<file path="src/rtl/alu_ops_pkg.sv">
// ----------------------------------------------------------------------------
// alu_ops_pkg
// Shared definitions for the ALU Operation encoding and the serial execution
// unit state machine. The ALU controller drives codes from this same set, so
// producer and consumer cannot drift apart.
//   OP_*        : 4-bit ALU Operation codes
//   state_t     : IDLE / RUN / DONE encoding of the serial unit
//   op_is_legal : true for codes the execution unit implements
//   op_inverts_b: true for codes computed as a + ~b + 1
// ----------------------------------------------------------------------------
package alu_ops_pkg;

  localparam logic [3:0] OP_AND = 4'b0000;
  localparam logic [3:0] OP_OR  = 4'b0001;
  localparam logic [3:0] OP_ADD = 4'b0010;
  localparam logic [3:0] OP_SUB = 4'b0110;
  localparam logic [3:0] OP_SLT = 4'b0111;
  localparam logic [3:0] OP_XOR = 4'b1100;

  typedef enum logic [1:0] {
    IDLE = 2'd0,
    RUN  = 2'd1,
    DONE = 2'd2
  } state_t;

  function automatic logic op_is_legal(input logic [3:0] op);
    return (op == OP_AND) || (op == OP_OR)  || (op == OP_ADD) ||
           (op == OP_SUB) || (op == OP_SLT) || (op == OP_XOR);
  endfunction

  function automatic logic op_inverts_b(input logic [3:0] op);
    return (op == OP_SUB) || (op == OP_SLT);
  endfunction

endpackage

</file>
<file path="src/rtl/alu_digit_slice.sv">
// ----------------------------------------------------------------------------
// alu_digit_slice
// Combinational DIGIT-bit datapath of the serial ALU.
//   op   : ALU Operation code
//   a, b : operand slices
//   cin  : carry into bit 0 of the slice
//   res  : result slice (zero for unsupported codes)
//   cout : carry out of the top bit (meaningful for ADD/SUB/SLT)
// ----------------------------------------------------------------------------
module alu_digit_slice
  import alu_ops_pkg::*;
#(
  parameter int DIGIT = 4
) (
  input  logic [3:0]       op,
  input  logic [DIGIT-1:0] a,
  input  logic [DIGIT-1:0] b,
  input  logic             cin,
  output logic [DIGIT-1:0] res,
  output logic             cout
);

  logic [DIGIT-1:0] b_eff;
  logic [DIGIT-1:0] sum;
  logic [DIGIT:0]   carry;

  // SUB and SLT add the one's complement of b; the +1 arrives as the
  // initial carry loaded by the sequencer.
  assign b_eff    = op_inverts_b(op) ? ~b : b;
  assign carry[0] = cin;

  genvar gi;
  generate
    for (gi = 0; gi < DIGIT; gi++) begin : g_ripple
      assign sum[gi]     = a[gi] ^ b_eff[gi] ^ carry[gi];
      assign carry[gi+1] = (a[gi] & b_eff[gi]) | (carry[gi] & (a[gi] ^ b_eff[gi]));
    end
  endgenerate

  assign cout = carry[DIGIT];

  always_comb begin
    res = '0;
    case (op)
      OP_AND:                 res = a & b;
      OP_OR:                  res = a | b;
      OP_XOR:                 res = a ^ b;
      OP_ADD, OP_SUB, OP_SLT: res = sum;
      default:                res = '0;
    endcase
  end

endmodule

</file>
<file path="src/rtl/alu_serial_exec.sv">
// ----------------------------------------------------------------------------
// alu_serial_exec
// Digit-serial integer execution unit. A request is accepted in IDLE, the
// operands are processed DIGIT bits per clock LSB first for N = WIDTH/DIGIT
// cycles in RUN, and the result is presented in DONE until the consumer
// takes it. No overlap between transactions.
//   clk, reset          : clock, synchronous active-high reset
//   in_valid / in_ready : request handshake (operation, src_a, src_b)
//   out_valid/out_ready : response handshake (result, zero, illegal_op)
// result/zero/illegal_op keep their value after the handshake until the next
// result is produced; out_valid is the only qualifier.
// Assumes DIGIT < WIDTH and DIGIT divides WIDTH.
// ----------------------------------------------------------------------------
module alu_serial_exec
  import alu_ops_pkg::*;
#(
  parameter int WIDTH = 32,
  parameter int DIGIT = 4
) (
  input  logic             clk,
  input  logic             reset,
  input  logic             in_valid,
  output logic             in_ready,
  input  logic [3:0]       operation,
  input  logic [WIDTH-1:0] src_a,
  input  logic [WIDTH-1:0] src_b,
  output logic             out_valid,
  input  logic             out_ready,
  output logic [WIDTH-1:0] result,
  output logic             zero,
  output logic             illegal_op
);

  localparam int N  = WIDTH / DIGIT;
  localparam int CW = (N > 1) ? $clog2(N) : 1;

  state_t state_reg, state_next;

  logic [3:0]         op_reg;
  logic [WIDTH-1:0]   a_reg, b_reg;
  logic               carry_reg;
  logic [CW-1:0]      counter_reg;
  // Lower N-1 digits of the result; the top digit is taken straight from the
  // slice on the final iteration.
  logic [WIDTH-DIGIT-1:0] acc_reg;
  logic [WIDTH-1:0]   result_reg;
  logic               zero_reg;
  logic               illegal_reg;

  logic               last_iter;
  int                 slice_base;
  logic [DIGIT-1:0]   slice_res;
  logic               slice_cout;
  logic               lt;
  logic [WIDTH-1:0]   final_result;

  assign last_iter  = (counter_reg == CW'(N - 1));
  assign slice_base = int'(counter_reg) * DIGIT;

  alu_digit_slice #(.DIGIT(DIGIT)) u_slice (
    .op   (op_reg),
    .a    (a_reg[slice_base +: DIGIT]),
    .b    (b_reg[slice_base +: DIGIT]),
    .cin  (carry_reg),
    .res  (slice_res),
    .cout (slice_cout)
  );

  // Signed less-than: with differing signs the negative operand is smaller,
  // otherwise the subtraction cannot overflow and its sign bit decides.
  assign lt = (a_reg[WIDTH-1] != b_reg[WIDTH-1]) ? a_reg[WIDTH-1]
                                                 : slice_res[DIGIT-1];

  always_comb begin
    final_result = {slice_res, acc_reg};
    if (!op_is_legal(op_reg)) begin
      final_result = '0;
    end else if (op_reg == OP_SLT) begin
      final_result = {{(WIDTH-1){1'b0}}, lt};
    end
  end

  // State register
  always_ff @(posedge clk) begin
    if (reset) begin
      state_reg <= IDLE;
    end else begin
      state_reg <= state_next;
    end
  end

  // Next state and handshake outputs
  always_comb begin
    state_next = state_reg;
    in_ready   = 1'b0;
    out_valid  = 1'b0;
    case (state_reg)
      IDLE: begin
        in_ready = 1'b1;
        if (in_valid) state_next = RUN;
      end
      RUN: begin
        if (last_iter) state_next = DONE;
      end
      DONE: begin
        out_valid = 1'b1;
        if (out_ready) state_next = IDLE;
      end
      default: state_next = IDLE;
    endcase
  end

  // Datapath
  always_ff @(posedge clk) begin
    if (reset) begin
      op_reg      <= OP_AND;
      a_reg       <= '0;
      b_reg       <= '0;
      carry_reg   <= 1'b0;
      counter_reg <= '0;
      acc_reg     <= '0;
      result_reg  <= '0;
      zero_reg    <= 1'b0;
      illegal_reg <= 1'b0;
    end else begin
      case (state_reg)
        IDLE: begin
          if (in_valid) begin
            op_reg      <= operation;
            a_reg       <= src_a;
            b_reg       <= src_b;
            carry_reg   <= op_inverts_b(operation);
            counter_reg <= '0;
          end
        end
        RUN: begin
          carry_reg   <= slice_cout;
          counter_reg <= counter_reg + CW'(1);
          if (last_iter) begin
            result_reg  <= final_result;
            zero_reg    <= (final_result == '0);
            illegal_reg <= !op_is_legal(op_reg);
          end else begin
            acc_reg[slice_base +: DIGIT] <= slice_res;
          end
        end
        default: ;
      endcase
    end
  end

  assign result     = result_reg;
  assign zero       = zero_reg;
  assign illegal_op = illegal_reg;

endmodule

</file>
<file path="config.mk">
export PLATFORM = sky130hd
export DESIGN_NAME = alu_serial_exec
export DESIGN_NICKNAME = d
export VERILOG_FILES = /design/src/rtl/alu_ops_pkg.sv /design/src/rtl/alu_digit_slice.sv /design/src/rtl/alu_serial_exec.sv
export SDC_FILE = /design/constraint.sdc
export NUM_CORES = 1
export LEC_CHECK = 0
export BUFFER_PORTS_ARGS = -buffer_cell sky130_fd_sc_hd__buf_4
export CORE_UTILIZATION = 50
export DETAILED_ROUTE_END_ITERATION = 10
export PLACE_DENSITY = 0.75
export SLEW_MARGIN = 20
export SYNTH_ARGS = -nofsm -noshare
export SYNTH_HDL_FRONTEND = slang
export SYNTH_SLANG_ARGS = --single-unit
</file>
<file path="constraint.sdc">
create_clock -name clk -period 4 [get_ports clk]
set_clock_uncertainty 0.2 [all_clocks]
set_input_delay 0.4 -clock clk [delete_from_list [all_inputs] [get_ports clk]]
set_output_delay 0.4 -clock clk [all_outputs]
set_load 0.02 [all_outputs]
</file>
# Yosys cells after proc, flatten, opt, wreduce, memory -nomap -nowiden
# Index checks and enable logic that the tools add are counted.
[word_totals]
regBits = 136
inputBits = 72
elab_cells = 89
[op_classes]
n_addsub = 2
eq_ne = 14
shift = 4
mux = 16
n_bitwise = 25
reduce_logical = 18
[ops]
columns = ["cell", "count"]
rows = [
  ["2-to-1 mux 32 bit", 2],
  ["variable part select 32 x 6 -> 4 bit", 2],
  ["negator 5 -> 33 bit", 1],
  ["variable shift 4 x 33 -> 28 bit (first input constant)", 1],
  ["variable part select 4 x 33 -> 28 bit", 1],
  ["zero test 32 bit", 1],
  ["bitwise mux 28 bit", 1],
  ["equality test 4 x 3 -> 1 bit (second input constant)", 4],
  ["one-hot mux 4 bit (4 select lines)", 1],
  ["bitwise AND 1 bit", 8],
  ["AND reduction 2 bit", 4],
  ["XOR 1 bit", 8],
  ["logical OR 1 bit", 7],
  ["2-to-1 mux 2 bit", 3],
  ["inequality test 2 bit (second input constant)", 3],
  ["one-hot mux 2 bit (3 select lines)", 1],
  ["one-hot mux 3 bit (2 select lines)", 1],
  ["bitwise AND 4 bit", 1],
  ["equality test 4 x 1 -> 1 bit (second input constant)", 1],
  ["equality test 4 x 2 -> 1 bit (second input constant)", 1],
  ["equality test 4 bit (second input constant)", 1],
  ["zero test 4 bit", 1],
  ["2-to-1 mux 1 bit", 4],
  ["2-to-1 mux 4 bit", 1],
  ["other kinds (17)", 20],
]

# Longest topological paths before layout
[depth]
depth_word = 16
mapped_depth = 16

# Cells and area by module
# A second synthesis with hierarchy kept.
[unflattened]
hier_cells = 730
hier_area_um2 = 6095.8
[modules_own_cells]
columns = ["module", "instances", "cells_per_inst", "area_each_um2", "seq_area_each_um2"]
rows = [
  ["alu_serial_exec", 1, 678, 5659.2, 2722.6],
  ["alu_digit_slice", 1, 52, 436.7, 0.0],
]

# Least setup slack after synthesis
# OpenSTA, ideal clock, no wires.
[synth_path]
kind = "reg-to-reg"
from = "reg counter_reg[0]"
to = "reg acc_reg[27]"
setup_time_ns = 0.070
arrival_ns = 3.852
path_slack_ns = -0.122
path_stages_with_launch = 16
n_path_buf = 1
cell_sequence = "dfxtp_1 -> buf_2 -> mux4_2 -> mux2i_1 -> xnor2_1 -> fa_1 -> fa_1 -> inv_1 -> fa_1 -> inv_1 -> fa_1 -> nor3b_2 -> o21ai_1 -> and3_4 -> or4_1 -> a21oi_1"
[synth_via]
elab_chain_cells = 14
elab_cells_between_ends = 32
cone_classes = "add/sub (1); eq/ne (1); shift (4); mux (3); bitwise (22); reduce/logical (1)"
[synth_lines]
columns = ["element", "line_no", "rtl"]
rows = [
  ["start, declared", "alu_serial_exec.sv:42", "logic [CW-1:0] counter_reg;"],
  ["start signal, assigned", "alu_serial_exec.sv:138", "counter_reg <= counter_reg + CW'(1);"],
  ["variable part select 32 x 6 -> 4 bit", "alu_serial_exec.sv:63", ".b (b_reg[slice_base +: DIGIT]),"],
  ["inverter 4 bit", "alu_digit_slice.sv:29", "assign b_eff = op_inverts_b(op) ? ~b : b;"],
  ["2-to-1 mux 4 bit", "alu_digit_slice.sv:29", ""],
  ["XOR 1 bit", "alu_digit_slice.sv:35, alu_digit_slice.sv:36", ""],
  ["bitwise AND 1 bit", "alu_digit_slice.sv:36", "assign carry[gi+1] = (a[gi] & b_eff[gi]) | (carry[gi] & (a[gi] ^ b_eff[gi]));"],
  ["OR 1 bit", "alu_digit_slice.sv:36", ""],
  ["bitwise AND 1 bit", "alu_digit_slice.sv:36", ""],
  ["OR 1 bit", "alu_digit_slice.sv:36", ""],
  ["bitwise AND 1 bit", "alu_digit_slice.sv:36", ""],
  ["OR 1 bit", "alu_digit_slice.sv:36", ""],
  ["XOR 1 bit", "alu_digit_slice.sv:35", "assign sum[gi] = a[gi] ^ b_eff[gi] ^ carry[gi];"],
  ["one-hot mux 4 bit (4 select lines)", "alu_digit_slice.sv:44", "case (op)"],
  ["variable part select 4 x 33 -> 28 bit", "alu_serial_exec.sv:144", "acc_reg[slice_base +: DIGIT] <= slice_res;"],
  ["bitwise mux 28 bit", "alu_serial_exec.sv:144", ""],
  ["end signal, assigned by index", "alu_serial_exec.sv:144", ""],
  ["end, declared", "alu_serial_exec.sv:45", "logic [WIDTH-DIGIT-1:0] acc_reg;"],
]
# Parallel ways exist; a longest one is shown, timed or not.
# A chain may end at the register's enable or synchronous reset.

# Worst setup path in the final report
# Same ends and word-level chain as after synthesis.

==> out/metrics.csv <==
stage,metric,value,unit
floorplanning,Die ar.,0.01269,mm2
floorplanning,initial core utilization,51.17,%
critical_path,CP Data Required Time,4140,ps
power_and_ir_drop,VDD IR-drop max,0.2372,mV
clock_network,Num Clock Sinks,136,
critical_path,crit path capture,acc_reg[27]$_SDFFE_PP0P_,
drt,total wire length,14.66,mm
logic_synthesis,"Top FF cell, synth",dfxtp_1,
placed_design,pre-CTS setup slack,-152.8,ps
logic_synthesis,Post-synth EDFFs,0,
critical_path,worst flop-to-flop path endpoint,acc_reg[27]$_SDFFE_PP0P_,
logic_synthesis,Post-Syn Instances,727,
clock_network,Worst-path clk slew,60,ps
power_and_ir_drop,Leak Pwr,3.103,nW
clock_network,H-tree Lvls,4,
clock_network,root buf cell,clkbuf_16,
timing,RSZ-0062 raised after global routing,yes,
logic_synthesis,post-synthesis async set-or-reset flop share,0,%
cells_and_area,footprint of the multi-input gates,0.003168,mm2
cells_and_area,Area Overhead vs Synth,27.04,%
logic_synthesis,Avg Inst Size Synth,8.419,um2
critical_path,WP buf/inv,2,
placed_design,Post-DP HPWL,10.31,mm
drt,Pre-antenna DRT Iters,5,
logic_synthesis,"area leader, netlist",dfxtp_1,
timing,setup ws final,15.06,ps
critical_path,Crit path max-delay family,adder cells,
cells_and_area,Final Instance Count excl. Fillers,990,
flow_run,# Max-Cap Violations,0,
timing,Min Hold Slack,27.17,ps
grt,vias in the first global route,5174,
timing,max frequency,0.2509,GHz
clock_network,maximum root-to-sink buffer count,2,
critical_path,Worst R2R Start,counter_reg[0]$_SDFFE_PP0P_,
timing,Slew HR,43.74,%
floorplanning,core area,0.01196,mm2
logic_synthesis,synth unique cells,61,
drt,vias per cell,5.448,
min_path,class of the worst hold path,in2reg,
timing,final slew viol count,0,
critical_path,max incr delay on CP,530,ps
logic_synthesis,post-synth top area share,44.48,%
clock_network,"Hold-fix buffers, CTS",0,
critical_path,Critical Path Start Type,register,
drt,via count,5394,
critical_path,"critical path, cell by cell","mux4_2, mux2i_4, xnor2_2, fa_2, fa_2, inv_2, fa_2, inv_2, fa_1, nor3b_2, o21ai_1, and3_4, or4_4, a21oi_2",
logic_synthesis,Synth Cell Area,0.006121,mm2
logic_synthesis,syn_nets,815,
grt,antenna violations before repair,0,
grt,largest net degree at the start of global routing,70,
drt,DRC Markers,0,
cells_and_area,share of cells above drive strength 1,25.03,%
drt,Post-DRT Antenna Nets,0,
critical_path,worst reg2reg setup slack,20,ps
grt,first-pass GRT wire length,24.42,mm
cells_and_area,FF/Latch Area,0.002726,mm2
placed_design,I/O Buffers,107,
floorplanning,Top Ports,108,
placed_design,GP Congestion,0.7840,
floorplanning,Die Span X,112.6,um
timing,Tightest Pin Transition,840.9,ps
logic_synthesis,synth warn,0,
floorplanning,Die Ht,112.6,um
logic_synthesis,Commonest cells post-synth,"nand2_1 (202), dfxtp_1 (136), a21oi_1 (119)",
clock_network,CTS buffer count,17,
critical_path,CP Depth,14,
critical_path,critical path endpoint category,register,
timing,"Hold Vio Cnt, Final",0,
min_path,HP Start,src_a[29],
critical_path,Reg2Reg Depth,14,
cells_and_area,# nets final,919,
critical_path,Crit-path slowest cell,mux4_2,
power_and_ir_drop,Pwr Density,434.7,mW/mm2
logic_synthesis,"Seq/Total Area, Yosys",44.48,%
drt,DR iter-0 viols,332,
critical_path,Setup CP Type,reg2reg,
power_and_ir_drop,Pwr Total,0.003380,W
critical_path,most frequent cell on the critical path,fa_2,
logic_synthesis,"FF+latch count, synth",136,
critical_path,"Data arrival, critical path",4130,ps
cells_and_area,FILL cells,987,
grt,GRT Residual Overflow,0,
cells_and_area,# diodes,0,
logic_synthesis,"top cells by area, synth","dfxtp_1 (44%), nand2_1 (12%), a21oi_1 (9.7%)",
timing,final period utilization,99.62,%
floorplanning,Core Rows,40,
clock_network,CTS tree,done,
logic_synthesis,most frequent cell after synthesis,nand2_1,
timing,Final setup violation count,0,
drt,Wirelength per Cell,14.80,um
placed_design,placed cells,957,
timing,crit path time final,3985,ps
critical_path,crit path from,counter_reg[0]$_SDFFE_PP0P_,
grt,GR Util All Layers,24.17,%
outcome,status,completed,
clock_network,latest clock arrival within the worst-skew pair,420,ps
critical_path,crit path max fanout,6,
[repair_timing]
action / in CTS / in global routing
setup buffers: 0 / 2
resized for setup: 5 / 12
pin swaps: 1 / 3
setup endpoints to repair: 7 / 7
gates cloned: 0 / 0
[area by class of cell]
type | instances | area share, %
repair buffers | 138 | 13.48
clock buffers | 20 | 6.002
clock inverters | 11 | 1.577
inverters | 16 | 0.7723
multi-input cells | 522 | 40.74
well taps | 147 | 2.365
flip-flops and latches | 136 | 35.06
[cells in the final DEF, fill, tap and decap left out, types with 5 or more instances in the layout]
| cell type | count |
|---|---|
| nand2_1 | 201 |
| buf_4 | 137 |
| dfxtp_1 | 135 |
| a21oi_1 | 118 |
| nand3_1 | 34 |
| nor2_1 | 23 |
| clkbuf_16 | 17 |
| inv_1 | 13 |
| mux4_2 | 12 |
| ha_1 | 12 |
| a211oi_1 | 8 |
| or4_1 | 7 |
| or3_1 | 7 |
| nor2b_1 | 6 |
| nor4_1 | 6 |
| mux2i_1 | 5 |
| nand2b_1 | 5 |
[report_power, final]
| group | switching [W] | internal (W) | leakage [nW] |
|---|---|---|---|
| combinational | 0.000211 | 0.000184 | 1.70 |
| sequential | 0.0000344 | 0.00141 | 1.11 |
| clock | 0.000583 | 0.000963 | 0.292 |
| total | 0.000828 | 0.00255 | 3.10 |
[stage by stage]
stage / utilization (%) / setup TNS, ps / area [um2]
6_report: 65.01 / 0 / 7776
4_1_cts: 64.45 / -29.03 / 7709
5_1_grt: 65.01 / -395.1 / 7776
3_3_place_gp: 59.39 / -41.07 / 7104
3_5_place_dp: 59.39 / -442.1 / 7104
2_1_floorplan: - / 0 / 6133
[worst min path at each step]
stage | endpoint | slack [ps] | cells after the start
after floorplan | b_reg[22]$_SDFFE_PP0P_ | 230 | 2
after global placement | b_reg[27]$_SDFFE_PP0P_ | 240 | 2
after detailed placement | b_reg[19]$_SDFFE_PP0P_ | 240 | 2
after CTS | a_reg[29]$_SDFFE_PP0P_ | 20 | 3
after global routing | b_reg[11]$_SDFFE_PP0P_ | 20 | 3
final | a_reg[29]$_SDFFE_PP0P_ | 30 | 3
[kinds of logic after synthesis]
kind of cell | Yosys count | synth area share (%)
flops | 136 | 44.48
compound gates | 156 | 14.78
simple gates | 322 | 24.18
xor+xnor | 4 | 0.5725
buf+inv | 69 | 4.763
mux | 24 | 7.461
fa+ha+maj | 16 | 3.761
[tightest hold or removal path, stage by stage]
cell and delay, ps:
buf_4 110, nand2_1 40, a21oi_1 50
[metal layers]
metal	up-vias	routed length, um	GRT usage, %
met3	28	700	5.400
met2	158	7337	41.15
met4	0	285	9.156
li1	2719	-	-
met1	2489	6332	29.88
met5	-	0	0
Note: power is estimated with default switching activity, not from simulation.
